### config.mk
export PLATFORM = sky130hd
export DESIGN_NAME = alu_muldiv_seq_flat
export DESIGN_NICKNAME = d
export VERILOG_FILES = /design/src/rtl/alu_muldiv_seq_if.sv /design/src/rtl/alu_muldiv_seq.sv /design/src/flat_wrapper.sv
export SDC_FILE = /design/constraint.sdc
export NUM_CORES = 1
export LEC_CHECK = 0
export CAP_MARGIN = 20
export CORE_MARGIN = 4
export CORE_UTILIZATION = 45
export DETAILED_ROUTE_END_ITERATION = 10
export GPL_ROUTABILITY_DRIVEN = 0
export GPL_TIMING_DRIVEN = 1
export SLEW_MARGIN = 20
export SYNTH_ARGS = -nofsm -noshare
export SYNTH_HDL_FRONTEND = slang
export SYNTH_SLANG_ARGS = --single-unit
export TNS_END_PERCENT = 30
### constraint.sdc
create_clock -name clk -period 4.7 [get_ports clk]
set_input_delay 0.94 -clock clk [delete_from_list [all_inputs] [get_ports clk]]
set_output_delay 0.94 -clock clk [all_outputs]
set_load 0.1 [all_outputs]
### src/rtl/alu_muldiv_seq_if.sv
// Operand, control and result bundle between the EX-stage control FSM and the
// multicycle RV32M unit; the EX stage is the master, the unit is the slave.
interface alu_muldiv_seq_if #(
    parameter int WIDTH = 32
);
    logic             start;
    logic             kill;
    logic [WIDTH-1:0] data_in_1;
    logic [WIDTH-1:0] data_in_2;
    logic [6:0]       opcode;
    logic [2:0]       func3;
    logic [6:0]       func7;
    logic [WIDTH-1:0] data_out;
    logic             busy;
    logic             done;
    logic             zero;

    modport master (
        output start, kill, data_in_1, data_in_2, opcode, func3, func7,
        input  data_out, busy, done, zero
    );

    modport slave (
        input  start, kill, data_in_1, data_in_2, opcode, func3, func7,
        output data_out, busy, done, zero
    );
endinterface

### src/rtl/alu_muldiv_seq.sv
// Iterative radix-2 RV32M unit: shift-add multiply and restoring divide on
// operand magnitudes, one bit per clock, with a sign fix-up pass at the end.
module alu_muldiv_seq #(
    parameter int WIDTH = 32,
    parameter int CNT_W = $clog2(WIDTH) + 1
) (
    input logic              clk,
    input logic              rst_n,
    alu_muldiv_seq_if.slave  bus
);
    typedef enum logic [1:0] {IDLE, CALC, FIX, DONE} state_t;

    localparam logic [6:0]       OP_REG   = 7'b0110011;
    localparam logic [6:0]       FUNC7_M  = 7'b0000001;
    localparam logic [WIDTH-1:0] MOST_NEG = {1'b1, {(WIDTH-1){1'b0}}};

    state_t             state_q, state_d;
    logic [CNT_W-1:0]   cnt_q, cnt_d;
    logic [2*WIDTH-1:0] acc_q, acc_d;
    logic [WIDTH-1:0]   opB_q, opB_d;
    logic [2:0]         func3_q, func3_d;
    logic               resNeg_q, resNeg_d;
    logic               remNeg_q, remNeg_d;
    logic [WIDTH-1:0]   dataOut_q, dataOut_d;

    logic               accept;
    logic               isDivIn;
    logic               signed1, signed2;
    logic               neg1, neg2;
    logic [WIDTH-1:0]   mag1, mag2;
    logic               divZero, divOverflow;
    logic [WIDTH-1:0]   specialResult;

    logic [WIDTH:0]     mulSum;
    logic [2*WIDTH-1:0] mulNext;
    logic [WIDTH:0]     divShift;
    logic [WIDTH:0]     divDiff;
    logic [2*WIDTH-1:0] divNext;
    logic [2*WIDTH-1:0] prodFixed;
    logic [WIDTH-1:0]   quo, rem;
    logic [WIDTH-1:0]   fixResult;

    // Operand decode: sign flags, magnitudes and the cases that bypass iteration
    always_comb begin
        accept  = (state_q == IDLE) && bus.start && (bus.opcode == OP_REG) &&
                  (bus.func7 == FUNC7_M) && !bus.kill;
        isDivIn = bus.func3[2];
        signed1 = (bus.func3 == 3'b001) || (bus.func3 == 3'b010) ||
                  (bus.func3 == 3'b100) || (bus.func3 == 3'b110);
        signed2 = (bus.func3 == 3'b001) || (bus.func3 == 3'b100) ||
                  (bus.func3 == 3'b110);
        neg1    = signed1 && bus.data_in_1[WIDTH-1];
        neg2    = signed2 && bus.data_in_2[WIDTH-1];
        mag1    = neg1 ? -bus.data_in_1 : bus.data_in_1;
        mag2    = neg2 ? -bus.data_in_2 : bus.data_in_2;
        divZero = isDivIn && (bus.data_in_2 == '0);
        divOverflow = isDivIn && !bus.func3[0] && (bus.data_in_1 == MOST_NEG) &&
                      (&bus.data_in_2);
        if (divZero) begin
            specialResult = bus.func3[1] ? bus.data_in_1 : '1;
        end else begin
            specialResult = bus.func3[1] ? '0 : bus.data_in_1;
        end
    end

    // One iteration of each datapath plus the final sign correction
    always_comb begin
        mulSum    = {1'b0, acc_q[2*WIDTH-1:WIDTH]} + {1'b0, (acc_q[0] ? opB_q : '0)};
        mulNext   = {mulSum, acc_q[WIDTH-1:1]};
        divShift  = {acc_q[2*WIDTH-1:WIDTH], acc_q[WIDTH-1]};
        divDiff   = divShift - {1'b0, opB_q};
        divNext   = divDiff[WIDTH] ? {divShift[WIDTH-1:0], acc_q[WIDTH-2:0], 1'b0}
                                   : {divDiff[WIDTH-1:0], acc_q[WIDTH-2:0], 1'b1};
        prodFixed = resNeg_q ? -acc_q : acc_q;
        quo       = acc_q[WIDTH-1:0];
        rem       = acc_q[2*WIDTH-1:WIDTH];
        if (!func3_q[2]) begin
            fixResult = (func3_q == 3'b000) ? prodFixed[WIDTH-1:0]
                                            : prodFixed[2*WIDTH-1:WIDTH];
        end else if (func3_q[1]) begin
            fixResult = remNeg_q ? -rem : rem;
        end else begin
            fixResult = resNeg_q ? -quo : quo;
        end
    end

    always_comb begin
        state_d   = state_q;
        cnt_d     = cnt_q;
        acc_d     = acc_q;
        opB_d     = opB_q;
        func3_d   = func3_q;
        resNeg_d  = resNeg_q;
        remNeg_d  = remNeg_q;
        dataOut_d = dataOut_q;
        case (state_q)
            IDLE: begin
                if (accept) begin
                    func3_d  = bus.func3;
                    resNeg_d = neg1 ^ neg2;
                    remNeg_d = neg1;
                    if (isDivIn) begin
                        acc_d = {{WIDTH{1'b0}}, mag1};
                        opB_d = mag2;
                    end else begin
                        acc_d = {{WIDTH{1'b0}}, mag2};
                        opB_d = mag1;
                    end
                    if (divZero || divOverflow) begin
                        dataOut_d = specialResult;
                        state_d   = DONE;
                    end else begin
                        cnt_d   = CNT_W'(WIDTH - 1);
                        state_d = CALC;
                    end
                end
            end
            CALC: begin
                if (bus.kill) begin
                    state_d = IDLE;
                end else begin
                    acc_d = func3_q[2] ? divNext : mulNext;
                    if (cnt_q == '0) begin
                        state_d = FIX;
                    end else begin
                        cnt_d = cnt_q - CNT_W'(1);
                    end
                end
            end
            FIX: begin
                if (bus.kill) begin
                    state_d = IDLE;
                end else begin
                    dataOut_d = fixResult;
                    state_d   = DONE;
                end
            end
            DONE: begin
                state_d = IDLE;
            end
            default: begin
                state_d = IDLE;
            end
        endcase
    end

    always_ff @(posedge clk or negedge rst_n) begin
        if (!rst_n) begin
            state_q   <= IDLE;
            cnt_q     <= '0;
            acc_q     <= '0;
            opB_q     <= '0;
            func3_q   <= '0;
            resNeg_q  <= 1'b0;
            remNeg_q  <= 1'b0;
            dataOut_q <= '0;
        end else begin
            state_q   <= state_d;
            cnt_q     <= cnt_d;
            acc_q     <= acc_d;
            opB_q     <= opB_d;
            func3_q   <= func3_d;
            resNeg_q  <= resNeg_d;
            remNeg_q  <= remNeg_d;
            dataOut_q <= dataOut_d;
        end
    end

    assign bus.data_out = dataOut_q;
    assign bus.busy     = (state_q != IDLE);
    assign bus.done     = (state_q == DONE);
    assign bus.zero     = (dataOut_q == '0);
endmodule

### src/flat_wrapper.sv
// flat-port wrapper written by rule: the top's interface ports become plain ports
module alu_muldiv_seq_flat 
#(
    parameter int WIDTH = 32,
    parameter int CNT_W = $clog2(WIDTH) + 1
)
  (clk, rst_n, bus_start, bus_kill, bus_data_in_1, bus_data_in_2, bus_opcode, bus_func3, bus_func7, bus_data_out, bus_busy, bus_done, bus_zero);
  alu_muldiv_seq_if #(.WIDTH(WIDTH)) bus_i ();
  input logic clk;
  input logic rst_n;
  input wire logic [$bits(bus_i.start)-1:0] bus_start;
  input wire logic [$bits(bus_i.kill)-1:0] bus_kill;
  input wire logic [$bits(bus_i.data_in_1)-1:0] bus_data_in_1;
  input wire logic [$bits(bus_i.data_in_2)-1:0] bus_data_in_2;
  input wire logic [$bits(bus_i.opcode)-1:0] bus_opcode;
  input wire logic [$bits(bus_i.func3)-1:0] bus_func3;
  input wire logic [$bits(bus_i.func7)-1:0] bus_func7;
  output wire logic [$bits(bus_i.data_out)-1:0] bus_data_out;
  output wire logic [$bits(bus_i.busy)-1:0] bus_busy;
  output wire logic [$bits(bus_i.done)-1:0] bus_done;
  output wire logic [$bits(bus_i.zero)-1:0] bus_zero;
  assign bus_i.start = bus_start;
  assign bus_i.kill = bus_kill;
  assign bus_i.data_in_1 = bus_data_in_1;
  assign bus_i.data_in_2 = bus_data_in_2;
  assign bus_i.opcode = bus_opcode;
  assign bus_i.func3 = bus_func3;
  assign bus_i.func7 = bus_func7;
  assign bus_data_out = bus_i.data_out;
  assign bus_busy = bus_i.busy;
  assign bus_done = bus_i.done;
  assign bus_zero = bus_i.zero;
  alu_muldiv_seq #(.WIDTH(WIDTH), .CNT_W(CNT_W)) u_core (.clk(clk), .rst_n(rst_n), .bus(bus_i));
endmodule
==> results of run 1 <==
-- path summary, 6_finish.rpt --
kind | slack (ns) | startpoint | endpoint | depth (start not counted)
max | 0.63 | bus_data_in_1[21] | u_core.bus.data_out[11]$_DFFE_PN0P_ | 11
min in group asynchronous | 0.55 | rst_n | u_core.acc_q[48]$_DFFE_PN0P_ | 1
min reg2reg | 0.48 | u_core.opB_q[8]$_DFFE_PN0P_ | u_core.opB_q[8]$_DFFE_PN0P_ | 2
max in group asynchronous | 3.26 | rst_n | u_core.acc_q[18]$_DFFE_PN0P_ | 2
min | 0.48 | u_core.opB_q[8]$_DFFE_PN0P_ | u_core.opB_q[8]$_DFFE_PN0P_ | 2
max reg2reg | 0.79 | u_core.acc_q[0]$_DFFE_PN0P_ | u_core.acc_q[56]$_DFFE_PN0P_ | 12
-- report_power, final --
part,leakage [nW],switching (mW),total [mW],internal (mW)
sequential,1.83,0.156,1.45,1.29
clock,0.281,0.609,1.41,0.799
combinational,5.07,0.943,1.46,0.515
total,7.18,1.71,4.32,2.61
-- Yosys cell counts, drive strengths merged (29+ instances only) --
| library cell | instances |
|---|---|
| a21oi | 229 |
| clkbuf | 128 |
| dfrtp | 141 |
| ha | 71 |
| inv | 71 |
| mux2i | 55 |
| nand2 | 211 |
| nand3 | 32 |
| nand4 | 29 |
| nor2 | 253 |
| nor3 | 38 |
| nor4 | 31 |
| o21ai | 204 |
| o31ai | 35 |
| xnor2 | 93 |
| xor2 | 93 |
-- layout make-up --
cell class              instances  area (um2)  area share (%)
clock inverters                12         138           0.772
clock buffers                  19         443            2.48
well taps                     448         561            3.14
repair buffers                189        1770            9.94
flip-flops and latches        141        3530            19.8
multi-input cells            1776       11100            62.4
inverters                      72         270            1.52
-- registers in the layout, summed over array words and instances, names as in the netlist --
name                 count
u_core.opB_q            32
u_core.state_q           2
u_core.remNeg_q          1
u_core.func3_q           3
u_core.cnt_q             6
u_core.resNeg_q          1
u_core.bus.data_out     32
u_core.acc_q            64
-- per-layer routing --
metal	wire (um)	share of wire [%]	vias to the layer above	track usage (%)
met5	0	0	-	0
met4	2770	4.4	0	12.6
met3	5740	9.2	136	5.96
met2	26800	43	880	48.3
met1	27400	44	8031	45.8
li1	-	-	7891	-
-- logic make-up after synthesis --
logic type | after synthesis | share of synthesized area, %
buf+inv | 225 | 5.72
compound gates | 706 | 28.0
xor+xnor | 186 | 10.5
fa+ha+maj | 73 | 5.98
mux | 65 | 4.27
flops | 141 | 22.7
simple gates | 746 | 22.8
-- worst min-delay path, delay by kind of cell, from the launching register on --
| kind | cells | cell delay, ns |
|---|---|---|
| compound gates | 1 | 0.06 |
| simple gates | 1 | 0.05 |
| flops | 1 | 0.34 |
-- metrics by stage --
step | power [mW] | instances | setup WS, ns | utilization (%)
6_report | 4.32 | 2657 | 0.634 | 52.8
5_1_grt | 4.48 | 2657 | 0.466 | 52.8
4_1_cts | 4.29 | 2656 | 0.515 | 52.7
3_5_place_dp | 2.88 | 2625 | 0.236 | 51.0
3_3_place_gp | 2.88 | 2625 | 0.293 | 51.0
2_1_floorplan | 2.35 | 2142 | 0.964 | -
==> flow_summary.json, run 1 <==
{
  "holdWs_ns": 0.479,
  "via_per_inst": 6.37,
  "dpl.hpwl_mm": 48.1,
  "status": "complete, no violations",
  "num_vias": 16938,
  "clock.fmax_mhz": 246,
  "clock_latency_ns": 0.45,
  "postSynth.asyncResetShare_pct": 100,
  "htreeDepth": 4,
  "crit_top_cell": "or4_4",
  "io_buffers": 119,
  "drv_slew": 0,
  "fillers": 3293,
  "hold_class": "reg2reg",
  "timing.max_cap.violations": 0,
  "yosysTopAreaCellShare_pct": 22.7,
  "cts_buffer_depth": 2,
  "path_max_fanout": 11,
  "drive_gt1_share_pct": 6.56,
  "cts_tree": "done",
  "grt_overflow": 0,
  "routed_wl_mm": 62.7,
  "postLayoutCellArea_um2": 17800,
  "final_common_cell": "nor2_1",
  "ctsHoldBuffers": 0,
  "p_leak_nw": 7.18,
  "finalSetupViolations": 0,
  "area_growth_pct": 14.9,
  "syn_avg_cell_area_um2": 7.25,
  "skew_ns": 0.0161,
  "antenna_found_initial": 0,
  "fin_tns_setup_ns": 0,
  "syn_area_um2": 15500,
  "drt-wirelength-per-cell_um": 23.6,
  "crit_type": "in2reg",
  "post_cts_buffers": 0,
  "period_share_pct": 86.5,
  "ys.flop_type": "dfrtp_1",
  "critPathMaxStageDelay_ns": 0.58,
  "yosysTopAreaCell": "dfrtp_1",
  "crit_slowest_cell": "or4_4",
  "ctsResizeCount": 0,
  "worst_pin_slew_ns": 1.01,
  "required_ns": 5.00,
  "cts_buffers": 17,
  "placed_area_um2": 17200,
  "max-vdd-ir-drop_v": 0.000233,
  "ant_nets": 0,
  "seq_area_frac_synth_pct": 22.7,
  "numClockSinks": 141,
  "yosys-top-cells-area": "dfrtp_1 (23%), a21oi_1 (7.4%), nor2_1 (6.1%)",
  "layout_min_cycle_time_ns": 4.07,
  "synth_edf_count": 0,
  "synth_nets": 2300,
  "ys_types": 81,
  "grt_pass1_wl_mm": 95.2,
  "core_um2": 33800,
  "fp.dieArea_um2": 37500,
  "path_buf_inv": 2,
  "worstPathCellList": "clkdlybuf4s50_1, or4_4, or4_4, or4_1, or4_4, nor2b_4, nor2_1, nor2_1, buf_4, a21oi_1, a21oi_1",
  "hold_viol_final": 0,
  "drt_first_pass_iters": 6,
  "syn_inst": 2142,
  "drc": 0,
  "rsz0062_at_grt": "no",
  "layout_common_cells": "nor2_1 (252), a21oi_1 (229), nand2_1 (210)",
  "grt_max_degree": 77,
  "placementRows": 67,
  "worstSetupEndpointType": "register",
  "crit_arrival_ns": 4.37,
  "cp_top_family": "simple AND/OR/NAND/NOR gates",
  "grtUsageTotal_pct": 32.2,
  "worst_setup_path_start_kind": "primary input",
  "start_util_pct": 46.0,
  "synth.ff_latch_count": 141,
  "powerDensity_nw_per_um2": 242,
  "dieWidth_um": 194,
  "drt-initial-drc-count": 2102,
  "root_buffer": "clkbuf_16",
  "grt_pass1_vias": 15718,
  "fp.dieH_um": 194,
  "slew_headroom_pct": 32.6,
  "clk_pin_slew_ns": 0.06,
  "nNetsFinal": 2355,
  "synth_warnings": 0,
  "ios": 120,
  "antennaDiodeCount": 0
}
Power figures use the tool's default switching activity.
==> run 2, diff against run 1 <==
- CORE_MARGIN: 4 -> 10
- CORE_UTILIZATION: 45 -> 52
- PLACE_DENSITY: default -> 0.72
==> run 2 against run 1 <==
Net effect: non-clock buffer count fell by 14; fmax rose by 0.40%; critical path depth did not move; hold slack improved by 0.00057 ns; cell count fell by 2.7%; sequential power barely moved; setup slack improved by 0.016 ns; count of clock-buffer cells in the layout rose by 1; global-route usage fell by 0.65 points; first-iteration DRC count rose by 27%; critical endpoint is now u_core.bus.data_out[23]$_DFFE_PN0P_.
==> flow_summary.json, run 2 (synthesized netlist as in run 1, its figures left out) <==
{
  "status": "complete, no violations",
  "worst_slack_ns": 0.650,
  "nNetsFinal": 2341,
  "dp_slack_ns": 0.252,
  "worstSetupEndpointType": "register",
  "layout_common_cells": "nor2_1 (251), a21oi_1 (229), nand2_1 (211)",
  "ios": 120,
  "crit_slowest_cell": "or4_1",
  "clock_latency_ns": 0.44,
  "final_common_cell": "nor2_1",
  "cts_tree": "done",
  "finalSetupViolations": 0,
  "regMostFlops": "u_core.acc_q",
  "placementRows": 63,
  "drt_first_pass_iters": 9,
  "fp.dieArea_um2": 37200,
  "via_per_inst": 6.63,
  "largest_reg_flops": 64,
  "timing.max_cap.violations": 0,
  "antenna_found_initial": 0,
  "drt-initial-drc-count": 2661,
  "worstPathCellList": "clkdlybuf4s50_1, or4_1, nor4_1, and3_1, and4_2, buf_4, buf_4, nand2_1, o21ai_0, a21oi_1, a21oi_1",
  "antennaDiodeCount": 0,
  "cts_buffers": 17,
  "required_ns": 5.07,
  "core_um2": 29600,
  "crit_arrival_ns": 4.42,
  "grt_pass1_wl_mm": 91.4,
  "dpl.hpwl_mm": 45.5,
  "path_buf_inv": 3,
  "clock.fmax_mhz": 247,
  "root_buffer": "clkbuf_16",
  "drt-wirelength-per-cell_um": 23.1,
  "drive_gt1_share_pct": 5.92,
  "crit_type": "in2reg",
  "worst_pin_slew_ns": 0.998,
  "critPathMaxStageDelay_ns": 0.61,
  "path_max_fanout": 40,
  "drc": 0,
  "cts_buffer_depth": 2,
  "worst_setup_path_start_kind": "primary input",
  "clk_pin_slew_ns": 0.06,
  "rsz0062_at_grt": "no",
  "post_cts_buffers": 0,
  "routed_wl_mm": 59.9,
  "hold_viol_final": 0,
  "numClockSinks": 141,
  "hold_class": "reg2reg",
  "drv_slew": 0,
  "dieWidth_um": 193,
  "period_share_pct": 86.2,
  "powerDensity_nw_per_um2": 235,
  "ctsResizeCount": 0,
  "fp.dieH_um": 193,
  "p_leak_nw": 7.07,
  "ctsHoldBuffers": 0,
  "area_growth_pct": 13.2,
  "num_vias": 17156,
  "startpoint": "bus_data_in_2[2]",
  "start_util_pct": 52.5,
  "max-vdd-ir-drop_v": 0.000279,
  "htreeDepth": 4,
  "slew_headroom_pct": 33.2,
  "skew_ns": 0.0130,
  "r2r_start": "u_core.acc_q[0]$_DFFE_PN0P_",
  "fillers": 2778,
  "ant_nets": 0,
  "grt_max_degree": 113,
  "grt_overflow": 0,
  "layout_min_cycle_time_ns": 4.05,
  "io_buffers": 119,
  "grtUsageTotal_pct": 31.5,
  "fin_tns_setup_ns": 0,
  "grt_pass1_vias": 15942,
  "hp-start": "u_core.opB_q[8]$_DFFE_PN0P_",
  "cp_top_family": "simple AND/OR/NAND/NOR gates"
}
## run 2: power by group
group / total, mW / leakage, nW / switching (mW) / internal [mW]
Sequential: 1.46 / 1.83 / 0.166 / 1.29
Clock: 1.27 / 0.243 / 0.589 / 0.678
Combinational: 1.41 / 5.00 / 0.912 / 0.501
## run 2: tightest hold or removal path: cells and delay by family (launching register included)
| family | cells | cell delay (ns) |
|---|---|---|
| flops | 1 | 0.34 |
| compound gates | 1 | 0.06 |
| simple gates | 1 | 0.05 |
## run 2: cell type report
| class | instances | area [um2] | area share, % |
|---|---|---|---|
| Multi-Input combinational cell | 1776 | 11100 | 63.2 |
| Sequential cell | 141 | 3530 | 20.1 |
| Tap cell | 390 | 488 | 2.78 |
| Clock inverter | 12 | 91.3 | 0.520 |
| Clock buffer | 20 | 437 | 2.48 |
| Timing Repair Buffer | 175 | 1650 | 9.37 |
| Inverter | 72 | 270 | 1.54 |
## run 2: final timing paths
check / slack (ns) / cells after the start / to
setup / recovery: 0.65 / 11 / u_core.bus.data_out[23]$_DFFE_PN0P_
setup reg to reg: 0.78 / 13 / u_core.acc_q[62]$_DFFE_PN0P_
hold reg to reg: 0.48 / 2 / u_core.opB_q[8]$_DFFE_PN0P_
hold / removal: 0.48 / 2 / u_core.opB_q[8]$_DFFE_PN0P_
min in group asynchronous: 0.55 / 1 / u_core.opB_q[14]$_DFFE_PN0P_
max in group asynchronous: 3.12 / 2 / u_core.bus.data_out[22]$_DFFE_PN0P_
## run 2: metrics by stage
step	power, mW	cell area, um2	utilization (%)	hold slack (ns)	std cells
after global placement	2.83	17100	57.7	0.461	2554
after CTS	4.10	17600	59.5	0.485	2586
after global routing	4.29	17600	59.5	0.502	2586
after detailed placement	2.84	17100	57.7	0.470	2554
final	4.14	17600	59.5	0.480	2586
after floorplan	2.35	15500	-	0.450	2142
## run 2: routing by layer
metal	global-route usage, %	vias to the layer above	share of wire [%]	wire length (um)
met5	0	-	0	0
met4	15.1	0	5.0	2980
met3	9.61	177	12	7310
met2	46.1	994	43	25600
met1	41.4	8129	40	24000
li1	-	7856	-	-
